[src/rtl/mips_ctrl_pkg.sv]
// Shared constants for the multicycle MIPS control slice.
// Holds opcodes, state codes and mux-select encodings.
package mips_ctrl_pkg;

  localparam logic [5:0] OP_RTYPE = 6'b000000;
  localparam logic [5:0] OP_LW    = 6'b100011;
  localparam logic [5:0] OP_SW    = 6'b101011;
  localparam logic [5:0] OP_BEQ   = 6'b000100;
  localparam logic [5:0] OP_BNE   = 6'b000101;
  localparam logic [5:0] OP_ADDI  = 6'b001000;
  localparam logic [5:0] OP_J     = 6'b000010;
  localparam logic [5:0] OP_JAL   = 6'b000011;
  localparam logic [5:0] FN_JR    = 6'b001000;

  typedef enum logic [3:0] {
    S_IDLE     = 4'd0,
    S_FETCH    = 4'd1,
    S_DECODE   = 4'd2,
    S_MEMADDR  = 4'd3,
    S_MEMREAD  = 4'd4,
    S_MEMWB    = 4'd5,
    S_MEMWRITE = 4'd6,
    S_EXEC     = 4'd7,
    S_RWB      = 4'd8,
    S_BRANCH   = 4'd9,
    S_JUMP     = 4'd10,
    S_JAL      = 4'd11,
    S_JR       = 4'd12,
    S_ADDI_EX  = 4'd13,
    S_ADDI_WB  = 4'd14,
    S_HALT     = 4'd15
  } state_t;

  localparam logic [1:0] RD_RT   = 2'b00;
  localparam logic [1:0] RD_RD   = 2'b01;
  localparam logic [1:0] RD_RA   = 2'b10;

  localparam logic [1:0] M2R_ALU = 2'b00;
  localparam logic [1:0] M2R_MDR = 2'b01;
  localparam logic [1:0] M2R_PC  = 2'b10;

  localparam logic [1:0] SB_B    = 2'b00;
  localparam logic [1:0] SB_4    = 2'b01;
  localparam logic [1:0] SB_IMM  = 2'b10;
  localparam logic [1:0] SB_IMM2 = 2'b11;

  localparam logic [1:0] AOP_ADD = 2'b00;
  localparam logic [1:0] AOP_SUB = 2'b01;
  localparam logic [1:0] AOP_FN  = 2'b10;

  localparam logic [1:0] PCS_ALU = 2'b00;
  localparam logic [1:0] PCS_OUT = 2'b01;
  localparam logic [1:0] PCS_JMP = 2'b10;
  localparam logic [1:0] PCS_A   = 2'b11;

  function automatic logic is_mem_state(state_t s);
    return (s == S_FETCH) || (s == S_MEMREAD) ||
           (s == S_MEMWRITE);
  endfunction

endpackage

[src/rtl/mips_multicycle_ctrl_wait.sv]
// mem_wait_timer: counts consecutive stalled memory cycles.
// en=stall this cycle, clr=leave state; expire=last allowed stall.
module mem_wait_timer #(
  parameter int MEM_TIMEOUT = 15
) (
  input  logic clk,
  input  logic rst_n,
  input  logic en,
  input  logic clr,
  output logic expire
);

  localparam logic [7:0] LAST = 8'(MEM_TIMEOUT - 1);

  logic [7:0] cnt;

  // The stall that would make the count reach MEM_TIMEOUT.
  assign expire = en && (cnt == LAST);

  always_ff @(posedge clk or negedge rst_n) begin
    if (!rst_n)
      cnt <= 8'd0;
    else if (clr || !en)
      cnt <= 8'd0;
    else
      cnt <= cnt + 8'd1;
  end

endmodule

[src/rtl/mips_multicycle_ctrl.sv]
// Multicycle MIPS control FSM: sequences datapath strobes/selects.
// In: opcode/funct/zero/mem_ready. Out: strobes, selects, state, counters, flags.
module mips_multicycle_ctrl
  import mips_ctrl_pkg::*;
#(
  parameter int MEM_TIMEOUT = 15,
  parameter int CNT_W       = 32
) (
  input  logic             clk,
  input  logic             reset,
  input  logic [5:0]       opcode,
  input  logic [5:0]       funct,
  input  logic             zero,
  input  logic             mem_ready,
  output logic             pc_write,
  output logic             pc_write_cond,
  output logic             pc_write_not,
  output logic             ir_write,
  output logic             mem_read,
  output logic             mem_write,
  output logic             i_or_d,
  output logic             reg_write,
  output logic [1:0]       reg_dst,
  output logic [1:0]       mem_to_reg,
  output logic             alu_src_a,
  output logic [1:0]       alu_src_b,
  output logic [1:0]       alu_op,
  output logic [1:0]       pc_source,
  output logic [3:0]       state,
  output logic [CNT_W-1:0] retired,
  output logic             illegal,
  output logic             mem_fault
);

  state_t st, nxt;
  logic   set_ill;
  logic   set_flt;
  logic   wait_en;
  logic   expire;
  logic   chg;
  logic   retire;

  // Branch resolution on zero happens in the datapath's PC gating.
  logic   unused_zero;
  assign unused_zero = zero;

  assign state   = st;
  assign wait_en = is_mem_state(st) && !mem_ready;
  assign chg     = (nxt != st);
  assign retire  = (nxt == S_FETCH) && (st != S_FETCH) &&
                   (st != S_IDLE);

  mem_wait_timer #(
    .MEM_TIMEOUT(MEM_TIMEOUT)
  ) u_wait (
    .clk   (clk),
    .rst_n (reset),
    .en    (wait_en),
    .clr   (chg),
    .expire(expire)
  );

  always_ff @(posedge clk or negedge reset) begin
    if (!reset) begin
      st        <= S_IDLE;
      retired   <= '0;
      illegal   <= 1'b0;
      mem_fault <= 1'b0;
    end else begin
      st <= nxt;
      if (retire)
        retired <= retired + CNT_W'(1);
      if (set_ill)
        illegal <= 1'b1;
      if (set_flt)
        mem_fault <= 1'b1;
    end
  end

  always_comb begin
    nxt           = st;
    set_ill       = 1'b0;
    set_flt       = 1'b0;
    pc_write      = 1'b0;
    pc_write_cond = 1'b0;
    pc_write_not  = 1'b0;
    ir_write      = 1'b0;
    mem_read      = 1'b0;
    mem_write     = 1'b0;
    i_or_d        = 1'b0;
    reg_write     = 1'b0;
    reg_dst       = RD_RT;
    mem_to_reg    = M2R_ALU;
    alu_src_a     = 1'b0;
    alu_src_b     = SB_B;
    alu_op        = AOP_ADD;
    pc_source     = PCS_ALU;

    unique case (st)
      S_IDLE: nxt = S_FETCH;

      S_FETCH: begin
        mem_read  = 1'b1;
        alu_src_b = SB_4;
        if (mem_ready) begin
          ir_write = 1'b1;
          pc_write = 1'b1;
          nxt      = S_DECODE;
        end else if (expire) begin
          nxt     = S_HALT;
          set_flt = 1'b1;
        end
      end

      S_DECODE: begin
        alu_src_b = SB_IMM2;
        unique case (1'b1)
          (opcode == OP_RTYPE && funct == FN_JR):
            nxt = S_JR;
          (opcode == OP_RTYPE && funct != FN_JR):
            nxt = S_EXEC;
          (opcode == OP_LW || opcode == OP_SW):
            nxt = S_MEMADDR;
          (opcode == OP_BEQ || opcode == OP_BNE):
            nxt = S_BRANCH;
          (opcode == OP_ADDI):
            nxt = S_ADDI_EX;
          (opcode == OP_J):
            nxt = S_JUMP;
          (opcode == OP_JAL):
            nxt = S_JAL;
          default: begin
            nxt     = S_HALT;
            set_ill = 1'b1;
          end
        endcase
      end

      S_MEMADDR: begin
        alu_src_a = 1'b1;
        alu_src_b = SB_IMM;
        nxt = (opcode == OP_SW) ? S_MEMWRITE : S_MEMREAD;
      end

      S_MEMREAD: begin
        mem_read = 1'b1;
        i_or_d   = 1'b1;
        if (mem_ready) begin
          nxt = S_MEMWB;
        end else if (expire) begin
          nxt     = S_HALT;
          set_flt = 1'b1;
        end
      end

      S_MEMWB: begin
        reg_write  = 1'b1;
        mem_to_reg = M2R_MDR;
        nxt        = S_FETCH;
      end

      S_MEMWRITE: begin
        mem_write = 1'b1;
        i_or_d    = 1'b1;
        if (mem_ready) begin
          nxt = S_FETCH;
        end else if (expire) begin
          nxt     = S_HALT;
          set_flt = 1'b1;
        end
      end

      S_EXEC: begin
        alu_src_a = 1'b1;
        alu_op    = AOP_FN;
        nxt       = S_RWB;
      end

      S_RWB: begin
        reg_write = 1'b1;
        reg_dst   = RD_RD;
        nxt       = S_FETCH;
      end

      S_ADDI_EX: begin
        alu_src_a = 1'b1;
        alu_src_b = SB_IMM;
        nxt       = S_ADDI_WB;
      end

      S_ADDI_WB: begin
        reg_write = 1'b1;
        nxt       = S_FETCH;
      end

      S_BRANCH: begin
        alu_src_a     = 1'b1;
        alu_op        = AOP_SUB;
        pc_source     = PCS_OUT;
        pc_write_cond = (opcode == OP_BEQ);
        pc_write_not  = (opcode == OP_BNE);
        nxt           = S_FETCH;
      end

      S_JUMP: begin
        pc_write  = 1'b1;
        pc_source = PCS_JMP;
        nxt       = S_FETCH;
      end

      S_JAL: begin
        reg_write  = 1'b1;
        reg_dst    = RD_RA;
        mem_to_reg = M2R_PC;
        pc_write   = 1'b1;
        pc_source  = PCS_JMP;
        nxt        = S_FETCH;
      end

      S_JR: begin
        pc_write  = 1'b1;
        pc_source = PCS_A;
        nxt       = S_FETCH;
      end

      S_HALT: nxt = S_HALT;
    endcase
  end

endmodule

[config.mk]
export PLATFORM = sky130hd
export DESIGN_NAME = mips_multicycle_ctrl
export DESIGN_NICKNAME = d
export VERILOG_FILES = /design/src/rtl/mips_ctrl_pkg.sv /design/src/rtl/mips_multicycle_ctrl_wait.sv /design/src/rtl/mips_multicycle_ctrl.sv
export SDC_FILE = /design/constraint.sdc
export NUM_CORES = 1
export LEC_CHECK = 0
export CAP_MARGIN = 20
export CELL_PAD_IN_SITES_DETAIL_PLACEMENT = 1
export CELL_PAD_IN_SITES_GLOBAL_PLACEMENT = 1
export CORE_MARGIN = 2
export CORE_UTILIZATION = 37
export CTS_BUF_LIST = sky130_fd_sc_hd__clkbuf_2 sky130_fd_sc_hd__clkbuf_4 sky130_fd_sc_hd__clkbuf_8
export DETAILED_ROUTE_END_ITERATION = 16
export GPL_ROUTABILITY_DRIVEN = 0
export HOLD_SLACK_MARGIN = 0.1
export MAX_ROUTING_LAYER = met4
export PLACE_DENSITY_LB_ADDON = 0.1
export REMOVE_ABC_BUFFERS = 1
export SETUP_SLACK_MARGIN = 0.02
export SLEW_MARGIN = 15
export SYNTH_ARGS = -nofsm -noshare
export SYNTH_HDL_FRONTEND = slang
export SYNTH_SLANG_ARGS = --single-unit
[constraint.sdc]
create_clock -name clk -period 2.8 [get_ports clk]
set_input_delay 0.56 -clock clk [delete_from_list [all_inputs] [get_ports clk]]
set_output_delay 0.56 -clock clk [all_outputs]
set_load 0.02 [all_outputs]
**After elaboration in Yosys (flattened, before gate mapping)**

Index checks and enable logic that the tools add are counted.

- Flip-flop bits (word level): 46
- Input bits: 16
- Output and inout port bits: 57
- Word-level logic and storage cells: 89

- Add/subtract/negate cells: 2
- Equal/unequal tests: 28
- Muxes and demuxes: 28
- Reductions and logical operators: 26

Operators by type and width:

| cell | count |
|---|---|
| case mux 4 bit (9 select lines) | 1 |
| adder 32 x 1 -> 32 bit, second input constant | 1 |
| == test 4 bit, second input constant | 8 |
| case mux 4 bit (7 select lines) | 1 |
| == test 4 x 3 -> 1 bit, second input constant | 4 |
| two-way mux 4 bit | 4 |
| two-way mux 1 bit | 14 |
| == test 6 x 2 -> 1 bit, second input constant | 2 |
| == test 6 x 3 -> 1 bit, second input constant | 2 |
| == test 6 x 4 -> 1 bit, second input constant | 2 |
| == test 6 bit, second input constant | 2 |
| case mux 2 bit (2 select lines) | 3 |
| case mux 2 bit (3 select lines) | 2 |
| adder 8 x 1 -> 8 bit, second input constant | 1 |
| == test 4 x 1 -> 1 bit, second input constant | 2 |
| == test 4 x 2 -> 1 bit, second input constant | 2 |
| == test 8 x 4 -> 1 bit, second input constant | 1 |
| two-way mux 8 bit | 1 |
| OR reduction 2 bit | 4 |
| OR reduction 4 bit | 2 |
| OR reduction 8 bit | 1 |
| OR reduction 7 bit | 1 |
| logical AND 1 bit | 6 |
| zero test 6 bit | 1 |
| 10 further kinds | 16 |

**Longest topological paths before layout**

- Word-level depth: 11
- Depth in mapped cells: 8

**By module**

A second synthesis with hierarchy kept.

- Cells, all modules: 301
- Area, all modules: 2,730.1 um^2

By module, submodules not included:

| module | instances | cells each | area an instance (um^2) |
|---|---|---|---|
| mips_multicycle_ctrl | 1 | 261 | 2,338.5 |
| mem_wait_timer | 1 | 40 | 391.6 |

**Worst setup path before layout**

No wires, ideal clock.

- Kind: input -> register
- Start: input opcode[1]
- End: register retired[7]
- Arrival: 2,494 ps
- Setup slack: 226 ps
- Stages: 8
- Cell sequence: buf_2 or4_1 a211oi_2 nor2_1 o32a_1 buf_2 nor4_1 xor2_1

- Cells in the longest elaborated chain, start to end: 7

RTL lines:

| element | RTL line | RTL |
|---|---|---|
| start: declaration | mips_multicycle_ctrl.sv:11 | `input logic [5:0] opcode,` |
| == test 6 x 3 -> 1 bit (tied with other cells) | mips_multicycle_ctrl.sv:124 | `(opcode == OP_BEQ \|\| opcode == OP_BNE):` |
| logical OR 1 bit (tied with other cells) | mips_multicycle_ctrl.sv:124 |  |
| case mux 4 bit (7 select lines) | mips_multicycle_ctrl.sv:117 | `unique case (1'b1)` |
| case mux 4 bit (9 select lines) (*) | mips_multicycle_ctrl.sv:99 | `unique case (st)` |
| == test 4 x 1 -> 1 bit (*) | mips_multicycle_ctrl.sv:50 | `assign retire = (nxt == S_FETCH) && (st != S_FETCH) &&` |
| logical AND 1 bit (*) (2 in series) | mips_multicycle_ctrl.sv:50 |  |
| end signal: assignment | mips_multicycle_ctrl.sv:72 | `retired <= retired + CNT_W'(1);` |
| end: declaration | mips_multicycle_ctrl.sv:30 | `output logic [CNT_W-1:0] retired,` |

Mark *: on every way between the ends. The rest lies on a longest branch, timed or not.
A chain may end at the register's enable or synchronous reset.

**Worst setup path in the final report**

- Start: input opcode[1]
- End: register retired[16]

Same word-level chain as after synthesis.

==> metrics <==
most frequent cell after synthesis dfrtp_1; main flop type after synthesis dfrtp_1; gr ovfl total 0; pin count of the biggest net entering global routing 31; total track usage 0.208; Rows 31; Distinct cells, synth 53; fillers 853; final worst-path cycle share 0.965; Tmin final 2.70 ns; post-route ant nets 0; VDD IR max 686 uV; Worst Hold Class in -> async; port bufs 71; WS Path Type in -> reg; Async SR Flop Fraction 1.00; Avg Cell Area, Syn 9.00 sq um; Synth top area share 0.416; multiplexer area fraction after synthesis 0.00407; arrival time at the worst endpoint 2.92 ns; CP max FO 8; post-synthesis register bit count 46; Fmax 0.370 GHz; Max Slew Vio Count 0; Detailed Route Iter0 Violations 51; synthesized instance count 307; Routed WL per cell 18.1 microns; core area 0.00725 sq mm; min setup slack post-route 0.0971 ns; root buffer cell clkbuf_8; Yosys top cell by area dfrtp_1; # H-tree levels 2; CP peak stage delay 0.43 ns; via count 2745; Clk Latency, worst-skew pair 0.30 ns; main combinational cell family by area after synthesis simple AND/OR/NAND/NOR gates; outcome complete, no violations; synth top area cells dfrtp_1, xor2_1, nand3_1; share of cells above drive strength 1 0.202; crit-path cells clkdlybuf4s50_1 -> buf_4 -> and3_1 -> and2_1 -> a311oi_2 -> o2111ai_2 -> buf_4 -> clkbuf_16 -> nor4_2 -> xor2_1; P_leak 1.84 nW; synthesis warning total 0; 1st-pass router iterations 4; Starting Density 0.381; Worst Skew 0.00679 ns; simple-gate portion of the synthesized area 0.336; drt total wl 9.12 mm; Vias/cell 5.45; DP HPWL 5.79 mm; number of synthesized flops with an enable pin 0; cell repeated most along the worst path buf_4; Post-Place Cells 488; CP Launch Type primary input; # IOs 73; CTS tree done; Power per Cell Area 923 mW/mm^2; Worst-Margin Slew 0.552 ns; Antenna Cells 0; commonest cells in the netlist dfrtp_1, xor2_1, nor2_1; max-capacitance violation count 0; xor and xnor area share after synthesis 0.120; fin cells 504; Slew HR 0.627; Die Area 0.00818 sq mm; DRC viols 0; CTS Buf Count 5; vias in the first global route 2816; post-synthesis compound-gate area fraction 0.0688; Final nets 423; mapped cell area 0.00276 sq mm; clk buf depth 2; area share of fa/ha/maj cells after synthesis 0.0136; clk sinks 46; Worst Path Required 3.02 ns; DIE HEIGHT 90.4 microns; clk slew on worst S/H paths 0.09 ns; first-pass GRT wire length 13.8 mm; sequential share of the synthesized area 0.416; pre-CTS setup slack -0.390 ns; final setup TNS 0 ns; Setup crit end kind flop; Final Hold Vio Count 0; die extent in x 90.4 microns; initial antenna violation count 0; Max stage delay cell, worst path clkdlybuf4s50_1; Pwr Total 0.00388 W; synth-to-layout area growth 52.2%; final hold slack 0.246 ns; final setup vio count 0
-- placed cells by master, fill, tap and decap left out, drive strengths merged, types with 9 or more instances in the layout --
| cell | count |
|---|---|
| nor3 | 25 |
| nor4 | 15 |
| nand3 | 24 |
| nand2 | 23 |
| xor2 | 31 |
| nor2 | 25 |
| buf | 35 |
| inv | 9 |
| dfrtp | 46 |
| clkdlybuf4s50 | 65 |
| clkbuf | 10 |
-- what timing repair did --
action                                  4_1_cts  5_1_grt
endpoints found under the hold margin         0        0
endpoints found under the setup margin       19       21
gates cloned                                  0        5
pin swaps                                     1       11
hold buffers                                  0        0
gates resized for setup                      10       21
setup buffers                                 1        2
-- cell families after synthesis --
group                      after synthesis
AOI/OAI and AO/OA                       26
muxes                                    1
DFF                                     46
and+or+nand+nor                        165
adders and majority gates                3
buffers and inverters                   28
xor gates and xnor gates                38
-- final cells by class --
cell class              instances  area (sq um)  share of cell area
multi-input cells             233          1660               0.395
flip-flops and latches         46          1150               0.274
repair buffers                109          1090               0.260
well taps                      99           124              0.0294
clock buffers                   6          82.6              0.0196
clock inverters                 2          60.1              0.0143
inverters                       9          33.8             0.00803
-- path summary, 6_finish.rpt --
path	start	slack, ns	end	depth (start not counted)
hold reg to reg	retired[31]	0.48	retired[31]	1
min in group clk	retired[31]	0.48	retired[31]	1
max in group asynchronous	reset	1.83	retired[0]	2
setup / recovery	opcode[1]	0.1	retired[16]	10
setup reg to reg	state[3]	0.15	retired[26]	7
hold / removal	reset	0.25	retired[10]	1
-- flip-flops by register name, summed over array words and instances, names as in the netlist --
register / flops
retired: 32
u_wait.cnt: 8
state: 4
illegal: 1
mem_fault: 1
-- per-stage QoR --
step / utilization / cell area [sq um]
global placement: 0.520 / 3770
finish: 0.580 / 4210
global route: 0.580 / 4210
detailed placement: 0.520 / 3770
floorplan: - / 2690
CTS: 0.546 / 3960
-- worst max-delay path: cells and delay by family --
family	cells	cell delay, ns
xor+xnor	1	0.18
compound gates	2	0.48
simple gates	3	0.72
buf+inv	4	0.98
-- report_power, final --
group          internal, W  switching (W)  leakage, nW
Combinational      0.00111        0.00127         1.17
Sequential        0.000760       0.000135        0.600
Clock             0.000381       0.000228       0.0714
-- per-layer routing --
layer,vias up,routed length [microns],GRT usage
li1,1285,-,-
met1,1374,3810,0.248
met2,75,4840,0.371
met3,11,344,0.0334
met4,0,138,0.0487
met5,-,0,-
No activity file was read; power rests on OpenSTA's default activity.
